===== src/rtl/lcd_text_ctrl.sv =====
// HD44780-class character LCD controller: timed power-on init, then on request
// snapshots a ROWS x COLS text frame and writes it row by row over an 8- or 4-bit bus.
module lcd_text_ctrl #(
    parameter int ROWS      = 2,
    parameter int COLS      = 16,
    parameter int BUS4      = 0,
    parameter int E_CYCLES  = 12,
    parameter int CMD_WAIT  = 2000,
    parameter int CLR_WAIT  = 80000,
    parameter int INIT_WAIT = 750000
) (
    input  logic                     clk,
    input  logic                     reset,
    input  logic [8*ROWS*COLS-1:0]   text,
    input  logic                     update,
    output logic                     busy,
    output logic                     done,
    output logic                     lcd_e,
    output logic                     lcd_rs,
    output logic                     lcd_rw,
    output logic [7:0]               lcd_db
);

    localparam int MAX_A = (INIT_WAIT > CLR_WAIT) ? INIT_WAIT : CLR_WAIT;
    localparam int MAX_B = (CMD_WAIT > E_CYCLES) ? CMD_WAIT : E_CYCLES;
    localparam int MAXW  = (MAX_A > MAX_B) ? MAX_A : MAX_B;
    localparam int CW    = $clog2(MAXW + 1);
    localparam int RW    = (ROWS > 1) ? $clog2(ROWS) : 1;
    localparam int KW    = (COLS > 1) ? $clog2(COLS) : 1;

    localparam logic [CW-1:0] INIT_END = CW'(INIT_WAIT - 1);
    localparam logic [CW-1:0] E_END    = CW'(E_CYCLES - 1);
    localparam logic [CW-1:0] CMD_END  = CW'(CMD_WAIT - 1);
    localparam logic [CW-1:0] CLR_END  = CW'(CLR_WAIT - 1);
    localparam logic [2:0]    INIT_LAST = (BUS4 != 0) ? 3'd7 : 3'd3;

    typedef enum logic [2:0] {T_INIT_DLY, T_INIT_SEQ, T_IDLE, T_CURSOR, T_CHARS} top_t;
    typedef enum logic [1:0] {P_SETUP, P_EHI, P_HOLD, P_WAIT} ph_t;

    top_t                  top_q, top_d;
    ph_t                   ph_q, ph_d;
    logic [CW-1:0]         cnt_q, cnt_d;
    logic [2:0]            idx_q, idx_d;
    logic [RW-1:0]         row_q, row_d;
    logic [KW-1:0]         col_q, col_d;
    logic                  nib_q, nib_d;
    logic [8*ROWS*COLS-1:0] frame_q;

    logic [7:0]  cur_byte;
    logic [7:0]  ch;
    logic [31:0] char_idx;
    logic        single;
    logic        active;
    logic        last_row, last_col;
    logic        byte_end;
    logic [CW-1:0] wait_end;

    function automatic logic [7:0] row_base(input logic [RW-1:0] r);
        case (32'(r))
            0:       row_base = 8'h00;
            1:       row_base = 8'h40;
            2:       row_base = 8'h14;
            default: row_base = 8'h54;
        endcase
    endfunction

    always_ff @(posedge clk or posedge reset) begin
        if (reset) begin
            top_q   <= T_INIT_DLY;
            ph_q    <= P_SETUP;
            cnt_q   <= '0;
            idx_q   <= '0;
            row_q   <= '0;
            col_q   <= '0;
            nib_q   <= 1'b0;
            frame_q <= '0;
        end else begin
            top_q <= top_d;
            ph_q  <= ph_d;
            cnt_q <= cnt_d;
            idx_q <= idx_d;
            row_q <= row_d;
            col_q <= col_d;
            nib_q <= nib_d;
            if (top_q == T_IDLE && update) frame_q <= text;
        end
    end

    // Byte currently on the bus is derived from state, so it cannot move mid-transfer.
    always_comb begin
        cur_byte = '0;
        single   = 1'b0;
        ch       = '0;
        char_idx = 32'(row_q) * COLS + 32'(col_q);
        for (int unsigned k = 0; k < ROWS * COLS; k++) begin
            if (char_idx == k) ch = frame_q[8*k +: 8];
        end
        case (top_q)
            T_INIT_SEQ: begin
                if (BUS4 != 0) begin
                    single = (idx_q < 3'd4);
                    case (idx_q)
                        3'd0, 3'd1, 3'd2: cur_byte = 8'h30;
                        3'd3:             cur_byte = 8'h20;
                        3'd4:             cur_byte = 8'h28;
                        3'd5:             cur_byte = 8'h0C;
                        3'd6:             cur_byte = 8'h01;
                        default:          cur_byte = 8'h06;
                    endcase
                end else begin
                    case (idx_q)
                        3'd0:    cur_byte = 8'h38;
                        3'd1:    cur_byte = 8'h0C;
                        3'd2:    cur_byte = 8'h01;
                        default: cur_byte = 8'h06;
                    endcase
                end
            end
            T_CURSOR: cur_byte = 8'h80 | row_base(row_q);
            T_CHARS:  cur_byte = ch;
            default:  cur_byte = '0;
        endcase
    end

    always_comb begin
        active   = (top_q == T_INIT_SEQ) || (top_q == T_CURSOR) || (top_q == T_CHARS);
        last_row = (row_q == RW'(ROWS - 1));
        last_col = (col_q == KW'(COLS - 1));
        wait_end = (top_q == T_INIT_SEQ && cur_byte == 8'h01) ? CLR_END : CMD_END;

        busy   = (top_q != T_IDLE);
        lcd_e  = active && (ph_q == P_EHI);
        lcd_rs = (top_q == T_CHARS);
        lcd_rw = 1'b0;
        lcd_db = '0;
        if (active) begin
            if (BUS4 != 0) lcd_db = {(nib_q ? cur_byte[3:0] : cur_byte[7:4]), 4'h0};
            else           lcd_db = cur_byte;
        end
        done = (top_q == T_CHARS) && (ph_q == P_WAIT) && (cnt_q == wait_end) && last_row && last_col;
    end

    always_comb begin
        top_d    = top_q;
        ph_d     = ph_q;
        cnt_d    = cnt_q;
        idx_d    = idx_q;
        row_d    = row_q;
        col_d    = col_q;
        nib_d    = nib_q;
        byte_end = 1'b0;
        case (top_q)
            T_INIT_DLY: begin
                if (cnt_q == INIT_END) begin
                    top_d = T_INIT_SEQ;
                    ph_d  = P_SETUP;
                    cnt_d = '0;
                end else begin
                    cnt_d = cnt_q + 1'b1;
                end
            end
            T_IDLE: begin
                if (update) begin
                    top_d = T_CURSOR;
                    ph_d  = P_SETUP;
                    cnt_d = '0;
                    row_d = '0;
                    col_d = '0;
                end
            end
            default: begin
                case (ph_q)
                    P_SETUP: begin
                        ph_d  = P_EHI;
                        cnt_d = '0;
                    end
                    P_EHI: begin
                        if (cnt_q == E_END) ph_d = P_HOLD;
                        else                cnt_d = cnt_q + 1'b1;
                    end
                    P_HOLD: begin
                        cnt_d = '0;
                        if ((BUS4 != 0) && !nib_q && !single) begin
                            nib_d = 1'b1;
                            ph_d  = P_SETUP;
                        end else begin
                            nib_d = 1'b0;
                            ph_d  = P_WAIT;
                        end
                    end
                    default: begin
                        if (cnt_q == wait_end) begin
                            byte_end = 1'b1;
                            cnt_d    = '0;
                            ph_d     = P_SETUP;
                        end else begin
                            cnt_d = cnt_q + 1'b1;
                        end
                    end
                endcase
                if (byte_end) begin
                    case (top_q)
                        T_INIT_SEQ: begin
                            if (idx_q == INIT_LAST) begin
                                top_d = T_IDLE;
                                idx_d = '0;
                            end else begin
                                idx_d = idx_q + 3'd1;
                            end
                        end
                        T_CURSOR: begin
                            top_d = T_CHARS;
                            col_d = '0;
                        end
                        default: begin
                            if (last_col) begin
                                col_d = '0;
                                if (last_row) begin
                                    row_d = '0;
                                    top_d = T_IDLE;
                                end else begin
                                    row_d = row_q + 1'b1;
                                    top_d = T_CURSOR;
                                end
                            end else begin
                                col_d = col_q + 1'b1;
                            end
                        end
                    endcase
                end
            end
        endcase
    end

endmodule


===== config.mk =====
export PLATFORM = sky130hd
export DESIGN_NAME = lcd_text_ctrl
export DESIGN_NICKNAME = d
export VERILOG_FILES = /design/src/rtl/lcd_text_ctrl.sv
export SDC_FILE = /design/constraint.sdc
export NUM_CORES = 1
export LEC_CHECK = 0
export ABC_CLOCK_PERIOD_IN_PS = 13300
export BUFFER_PORTS_ARGS = -buffer_cell sky130_fd_sc_hd__buf_4
export CORE_MARGIN = 2
export CORE_UTILIZATION = 57
export CTS_CLUSTER_SIZE = 24
export DETAILED_ROUTE_END_ITERATION = 8
export GPL_TIMING_DRIVEN = 1
export PLACE_DENSITY = 0.88
export SKIP_LAST_GASP = 1
export SLEW_MARGIN = 5
export SYNTH_ARGS = -nofsm -noshare
export SYNTH_HDL_FRONTEND = slang
export SYNTH_SLANG_ARGS = --single-unit

===== constraint.sdc =====
create_clock -name clk -period 13.3 [get_ports clk]
set_input_delay 1.995 -clock clk [delete_from_list [all_inputs] [get_ports clk]]
set_output_delay 1.995 -clock clk [all_outputs]
set_load 0.05 [all_outputs]

# Word-level counts from Yosys, hierarchy flattened
# Index checks and enable logic that the tools add are counted.
# classes
n_addsub	5
eq_ne	54
muxes	72
n_bitwise	3
reduce_logical	28
# op_table
op	count
$mux W8	33
$eq A6 B5 Y1 const B	16
$mux W20	4
$pmux W20 S2	2
$eq A6 B4 Y1 const B	8
$logic_not A32 Y1	1
$eq A6 B3 Y1 const B	4
$pmux W8 S3	1
$add A20 B1 Y20 const B	1
$eq A20 B17 Y1	1
$eq A20 B20 Y1 const B	1
$eq A20 B4 Y1 const B	1
$mux W3	6
$pmux W6 S3	1
$mux W17	1
$pmux W4 S2	2
$pmux W7 S2	1
$eq A3 B2 Y1 const B	4
$eq A6 B2 Y1 const B	2
$mux W4	3
$pmux W3 S2	2
$reduce_and A5 Y1	2
$mux W1	9
$eq A8 B1 Y1 const B	1
33 further kinds	55
# totals
regBits	289
in_bits	259
output_inout_bits	13
word_cells	169

# Logic depth before layout (Yosys ltp)
# Gate-level depths: netlist of run 1.
# logic_depth
depth_word	44
ltp_mapped	18
depth_no_buf	13

# Worst setup path after synthesis of run 1
# OpenSTA, ideal clock, no wires.
# synth_path
path_kind	register -> output
start	register col_q[1]
end	output port lcd_db[1]
arrival_time_ns	3.899
setup_slack_ns	7.406
path_stages_with_launch	13
n_path_buf	5
path_cell_list	dfrtp_1 > inv_1 > ha_1 > clkbuf_2 > buf_2 > buf_2 > buf_2 > clkbuf_1 > nor3b_1 > a21oi_1 > a2111oi_0 > a211oi_1 > o21ai_0
# synth_via
elab_chain_cells	36
# synth_rtl
element	line_no	rtl
from (decl)	45	logic [KW-1:0] col_q, col_d;
from (signal assigned)	83	col_q <= col_d;
$add A5 B4 Y6 *	94	char_idx = 32'(row_q) * COLS + 32'(col_q);
$logic_not A32 Y1	96	if (char_idx == k) ch = frame_q[8*k +: 8];
$mux W8 (31 in series)	96	
$mux W8 *	96	
$pmux W8 S3 *	98	case (top_q)
$mux W8 *	136	if (active) begin
to (decl)	21	output logic [7:0] lcd_db
# Every way passes the cells marked *; elsewhere a longest branch is shown, timed or not.

# Worst setup path in the final report of run 1
# layout_path
start	register col_q[1]
end	output port done
# layout_via
elab_chain_cells	42
# layout_rtl
element	line_no	rtl
$add A5 B4 Y6	94	
$logic_not A32 Y1	96	
$mux W8 (32 in series)	96	
$pmux W8 S3	98	
$eq A8 B1 Y1	129	wait_end = (top_q == T_INIT_SEQ && cur_byte == 8'h01) ? CLR_END : CMD_END;
$logic_and A1 B1 Y1	129	
$mux W17	129	
$eq A20 B17 Y1	140	done = (top_q == T_CHARS) && (ph_q == P_WAIT) && (cnt_q == wait_end) && last_row && last_col;
$logic_and A1 B1 Y1 (2 in series)	140	
$logic_and A1 B1 Y1 *	140	
to (decl)	17	output logic done,
# Marked as above.

==> results of run 1 <==
-- area by class of cell --
class | count | share of cell area, %
Multi-Input combinational cell | 1477 | 40.0
Sequential cell | 289 | 39.3
Tap cell | 335 | 2.28
Clock buffer | 44 | 5.08
Clock inverter | 10 | 0.837
Timing Repair Buffer | 285 | 11.6
Inverter | 39 | 0.844
-- registers in the layout (all words and copies together), names as in the netlist --
signal and flops:
frame_q 256, cnt_q 20, col_q 4, idx_q 3
top_q 3, ph_q 2, last_row 1
-- worst min-delay path, stage by stage (launching register included) --
cell and delay [ps]:
dfrtp_1 340, nand2_1 50, nand2_1 50
-- layer usage --
layer,vias to the layer above,global-route usage [%]
met4,0,12.0
met1,7216,48.7
met5,-,0
met3,126,6.75
met2,785,56.3
li1,6887,-
-- final timing paths --
check                                               from                  endpoint  slack (ps)  cells past startpoint
worst min register to register  frame_q[237]$_DFFE_PP0P_  frame_q[237]$_DFFE_PP0P_         480                      2
worst max register to register      col_q[0]$_DFFE_PP0P_      cnt_q[2]$_DFFE_PP0P_        8710                     13
worst min-delay path            frame_q[237]$_DFFE_PP0P_  frame_q[237]$_DFFE_PP0P_         480                      2
max in group asynchronous                          reset   frame_q[97]$_DFFE_PP0P_       10120                      3
worst max-delay path                col_q[1]$_DFFE_PP0P_                      done        6500                     13
min in group asynchronous                          reset  frame_q[254]$_DFFE_PP0P_        1630                      2
-- metrics by stage --
stage	total power [uW]	area (sq um)	worst slack, ps
2_1_floorplan	991	15300	3330
3_3_place_gp	1060	17300	7280
3_5_place_dp	1060	17300	7160
4_1_cts	1970	18400	6560
5_1_grt	2020	18400	6280
6_report	1960	18400	6500
-- power by group --
group / switching (uW) / total [uW] / leakage (uW) / internal [uW]
sequential: 7.10 / 893 / 0.00391 / 885
clock: 350 / 911 / 0.000544 / 560
combinational: 79.8 / 157 / 0.00505 / 77.0
total: 437 / 1960 / 0.00950 / 1520
-- layout by cell type (no fill, tap or decap), drive strengths merged, types with 8 or more instances in the layout --
cell type	count
nand2	793
nor3	32
buf	285
nand3	32
o21ai	76
a22oi	11
o221ai	12
dfrtp	289
o22ai	19
nand2b	12
clkbuf	44
nand3b	9
nand4	22
nor2b	16
nand4b	9
a211oi	12
xor2	12
a221oi	16
a21oi	91
a31oi	8
a211o	9
clkinv	8
nor2	108
ha	13
nor4	8
inv	37
and3	14
-- cell families after synthesis --
family,share of synthesized area [%]
xor+xnor,0.915
mux,0.270
flops,47.2
other cells,0.0245
buf+inv,4.94
simple gates,31.2
compound gates,14.4
fa+ha+maj,1.06
==> results.toml, run 1 <==
[cells_and_area]
multiInputGateArea_sq_um = 7350
fill_cells = 2027
ff_latch_area_sq_um = 7230
drive_above_1_share_pct = 17.0
diodes = 0
syn_to_final_growth_pct = 20.1
utilization_pct = 70.1
nets = 2394
stdcell_count = 2479

[clock_tree]
post_cts_buffers = 0
clock_path_buffers = 3
cts.clk_slew.worst_paths_ps = 60
htree_num_levels = 1
clock_latency_ps = 560
cts_root_buffer = "clkbuf_16"
clock_sink_count = 289
cts_hold_buf = 0
cts_tree = "yes"
cts_made_buffers = 30
cts_resized = 0

[setup_path]
worst_path_dominant_cell_family = "compound AO/OA/AOI/OAI gates"
required_ps = 11310
critPathKind = "reg -> out"
critPathCaptureType = "output port"
path_buf_inv = 4
cp_slowest_stage_delay_ps = 660
crit_slowest_cell = "ha_2"
crit_chain = "inv_1, ha_2, buf_4, and4b_1, a221oi_1, a2111o_1, a2111o_1, o21a_1, clkinv_2, a211o_4, nand3_2, nor3_1, buf_4"
critPathArrivalTime_ps = 4800
startpoint_type = "flop"
cp_max_fo = 40

[sta]
fin_skew_ps = 10.7
drv_slew = 0
finalSetupViolations = 0
worstMarginPinSlew_ps = 1080
finalSetupTns_ps = 0
finalCritPeriodShare_pct = 51.1
whs_ps = 475
max_slew_margin_pct = 28.2
rsz0062_at_grt = "false"
fmax_ghz = 0.147
final_hold_viol_count = 0
post-route-min-period_ps = 6800

[run]
maxCapViolCount = 0

[pwr]
power_density_nw_per_um2 = 107
ir_worst_vdd_mv = 0.0909
p_leak_uw = 0.00950

[yosys]
synthArstFlopShare_pct = 100
synthTopCellsByCount = "nand2_1, dfrtp_1, nor2_1"
ys_ff_latch = 289
syn_inst = 1937
synth_cell_types = 90
synth.most_common_cell = "nand2_1"
synth_top_area_share_pct = 47.2
synth_edf_count = 0
synth.avg_cell_area_sq_um = 7.90
syn_area_sq_um = 15300
synth-main-ff-cell = "dfrtp_1"
yosys_warnings = 0
synth_nets = 2209
synth_top_area_cell = "dfrtp_1"
synth-seq-area-share_pct = 47.2
synth.area.top_cells = "dfrtp_1, nand2_1, a21oi_1"

[place]
place_inst = 2425
port_buffers = 270
gp_congestion = 0.982
place_hpwl_um = 36600

[detailed_routing]
wire_per_inst_um = 20.3
drc_errors = 0
drt_first_pass_iters = 6
vias = 15000
top_layer_used = "met4"
route.met3.wl_um = 4380
dr_wl_met2_um = 23500
vias_per_cell = 6.06
ant_nets = 0
drtIter0Drc = 1811
wl_met1_um = 20800
routed_wl_um = 50400

[global_routing]
grt_overflow = 0
grtUsageTotal_pct = 35.2
grt_pass1_vias = 14600
grt_max_degree = 132
antenna_found_initial = 0
grt_pass1_wl_um = 78800

[floorplan]
die_area_sq_um = 28200
die_w_um = 168
io_pins = 272
placementRows = 59
initial_core_util_pct = 58.4
coreArea_sq_um = 26200
die_y_um = 168

[hold_path]
hold_path_class = "reg -> reg"

[status]
outcome = "complete, no violations"
(Power assumes the default switching activity.)
==> run 2, diff against run 1 <==
Settings changed: ABC_CLOCK_PERIOD_IN_PS 13300 to 7100.
Clock period 13.3 ns to 7.1 ns, I/O delays scaled along.
==> run 2 against run 1 <==
Register-to-register slack got worse by 6200 ps; critical path depth rose by 1; sequential power rose by 87%; clock-buffer cell count did not move; setup slack got worse by 5300 ps; clock power rose by 93%; final cell count barely moved; power rose by 90%; cell area rose by 0.22%; wire length rose by 0.22%; flip-flop and latch count did not move; clock skew rose by 15 ps; largest cell class unchanged; largest power group unchanged.
==> results.toml, run 2 (same netlist as run 1, synthesis figures left out) <==
[sta]
fmax_ghz = 0.170
final_hold_viol_count = 0
finalCritPeriodShare_pct = 82.7
finalSetupViolations = 0
rsz0062_at_grt = "false"
post-route-min-period_ps = 5870
worst_slack_ps = 1230
max_slew_margin_pct = 21.8
fin_skew_ps = 25.9
worstMarginPinSlew_ps = 1170
drv_slew = 0
finalSetupTns_ps = 0

[place]
place_hpwl_um = 36700
dpl_worst_slack_ps = 1890
placed_cell_area_sq_um = 17300
gp_congestion = 0.989
port_buffers = 270

[cells_and_area]
final_cell_mix = "nand2_1, dfrtp_1, buf_4, nor2_1, a21oi_1"
nets = 2393
fill_cells = 2011
reg_top3 = "frame_q: 256 flops, cnt_q: 20 flops, col_q: 4 flops"
drive_above_1_share_pct = 16.7
fin_area_sq_um = 18400
top_register = "frame_q"
largest_register_ffs = 256
syn_to_final_growth_pct = 20.3
multiInputGateArea_sq_um = 7350
final_common_cell = "nand2_1"
diodes = 0
ff_latch_area_sq_um = 7230

[clock_tree]
cts_root_buffer = "clkbuf_16"
cts_resized = 0
cts_tree = "yes"
clock_path_buffers = 3
post_cts_buffers = 0
cts_hold_buf = 0
htree_num_levels = 1
cts.clk_slew.worst_paths_ps = 70
clock_latency_ps = 570
cts_made_buffers = 30
clock_sink_count = 289

[global_routing]
grt_pass1_wl_um = 79500
antenna_found_initial = 0
grt_max_degree = 190
met3_usage_pct = 6.06
grt_overflow = 0
use_met1_pct = 50.1
use_met2_pct = 56.7
grtUsageTotal_pct = 35.7
grt_pass1_vias = 14600
grt.busiest_layer = "met2"

[floorplan]
io_pins = 272
placementRows = 59
initial_core_util_pct = 58.4
die_y_um = 168
die_w_um = 168
coreArea_sq_um = 26200
die_area_sq_um = 28200

[setup_path]
critPathKind = "reg -> out"
required_ps = 6030
crit_slowest_cell = "ha_1"
startpoint_type = "flop"
crit_chain = "inv_1, ha_1, buf_4, nand2_1, a21oi_1, a221oi_1, a2111o_1, a2111o_1, o21a_1, clkinv_2, a211o_4, nand3_2, nor3_1, buf_4"
worst_path_dominant_cell_family = "compound AO/OA/AOI/OAI gates"
cp_max_fo = 23
cp_slowest_stage_delay_ps = 720
critPathCaptureType = "output port"
path_buf_inv = 4
critPathArrivalTime_ps = 4810

[pwr]
ir_worst_vdd_mv = 0.196
p_leak_uw = 0.00950
power_density_nw_per_um2 = 202
total_power_uw = 3730

[status]
outcome = "complete, no violations"

[detailed_routing]
vias_per_cell = 5.96
wire_per_inst_um = 20.4
drtIter0Drc = 1571
vias = 14800
routed_wl_um = 50500
drc_errors = 0
drt_first_pass_iters = 6
ant_nets = 0

[hold_path]
hold_path_class = "reg -> reg"

[run]
maxCapViolCount = 0
-- run 2: final cells by class --
cell class              instances  share of cell area [%]
multi-input cells            1477                    39.9
clock buffers                  44                    4.74
repair buffers                284                    11.7
inverters                      39                   0.822
well taps                     335                    2.28
flip-flops and latches        289                    39.3
clock inverters                10                    1.32
-- run 2: layer usage --
metal	wire, um	share of wire (%)	up-vias
met2	23100	46	757
met3	4250	8.4	126
met4	1940	3.8	0
li1	-	-	6873
met5	0	0	-
met1	21200	42	7010
-- run 2: power breakdown --
| group | internal, uW | switching [uW] | total (uW) |
|---|---|---|---|
| logic | 144 | 148 | 292 |
| clock network | 1100 | 660 | 1760 |
| registers | 1660 | 13.2 | 1670 |
-- run 2: metrics by stage --
| step | std cells | hold WS, ps | util, % |
|---|---|---|---|
| CTS | 2478 | 482 | 70.3 |
| finish | 2478 | 483 | 70.3 |
| global placement | 2424 | 455 | 66.0 |
| detailed placement | 2424 | 465 | 66.0 |
| floorplan | 1937 | 437 | - |
| global route | 2478 | 505 | 70.3 |
-- run 2: worst reg2reg max path, cell delays in order, from the launching register on --
cell,delay [ps]
dfrtp_1,440
inv_1,140
ha_1,720
buf_4,370
nand2_1,160
a21oi_1,390
a221oi_1,120
a2111o_1,420
a2111o_1,300
o21a_1,230
clkinv_2,80
a211o_4,120
o211a_1,210
and2_1,560
nor3_1,130
-- run 2: worst paths after layout --
path	startpoint	end	slack, ps	cells after the start
max in group asynchronous	reset	frame_q[160]$_DFFE_PP0P_	5140	3
min	frame_q[21]$_DFFE_PP0P_	frame_q[21]$_DFFE_PP0P_	480	2
min reg2reg	frame_q[21]$_DFFE_PP0P_	frame_q[21]$_DFFE_PP0P_	480	2
min in group asynchronous	reset	frame_q[249]$_DFFE_PP0P_	530	2
max reg2reg	col_q[0]$_DFFE_PP0P_	cnt_q[2]$_DFFE_PP0P_	2540	14
max	col_q[0]$_DFFE_PP0P_	done	1230	14
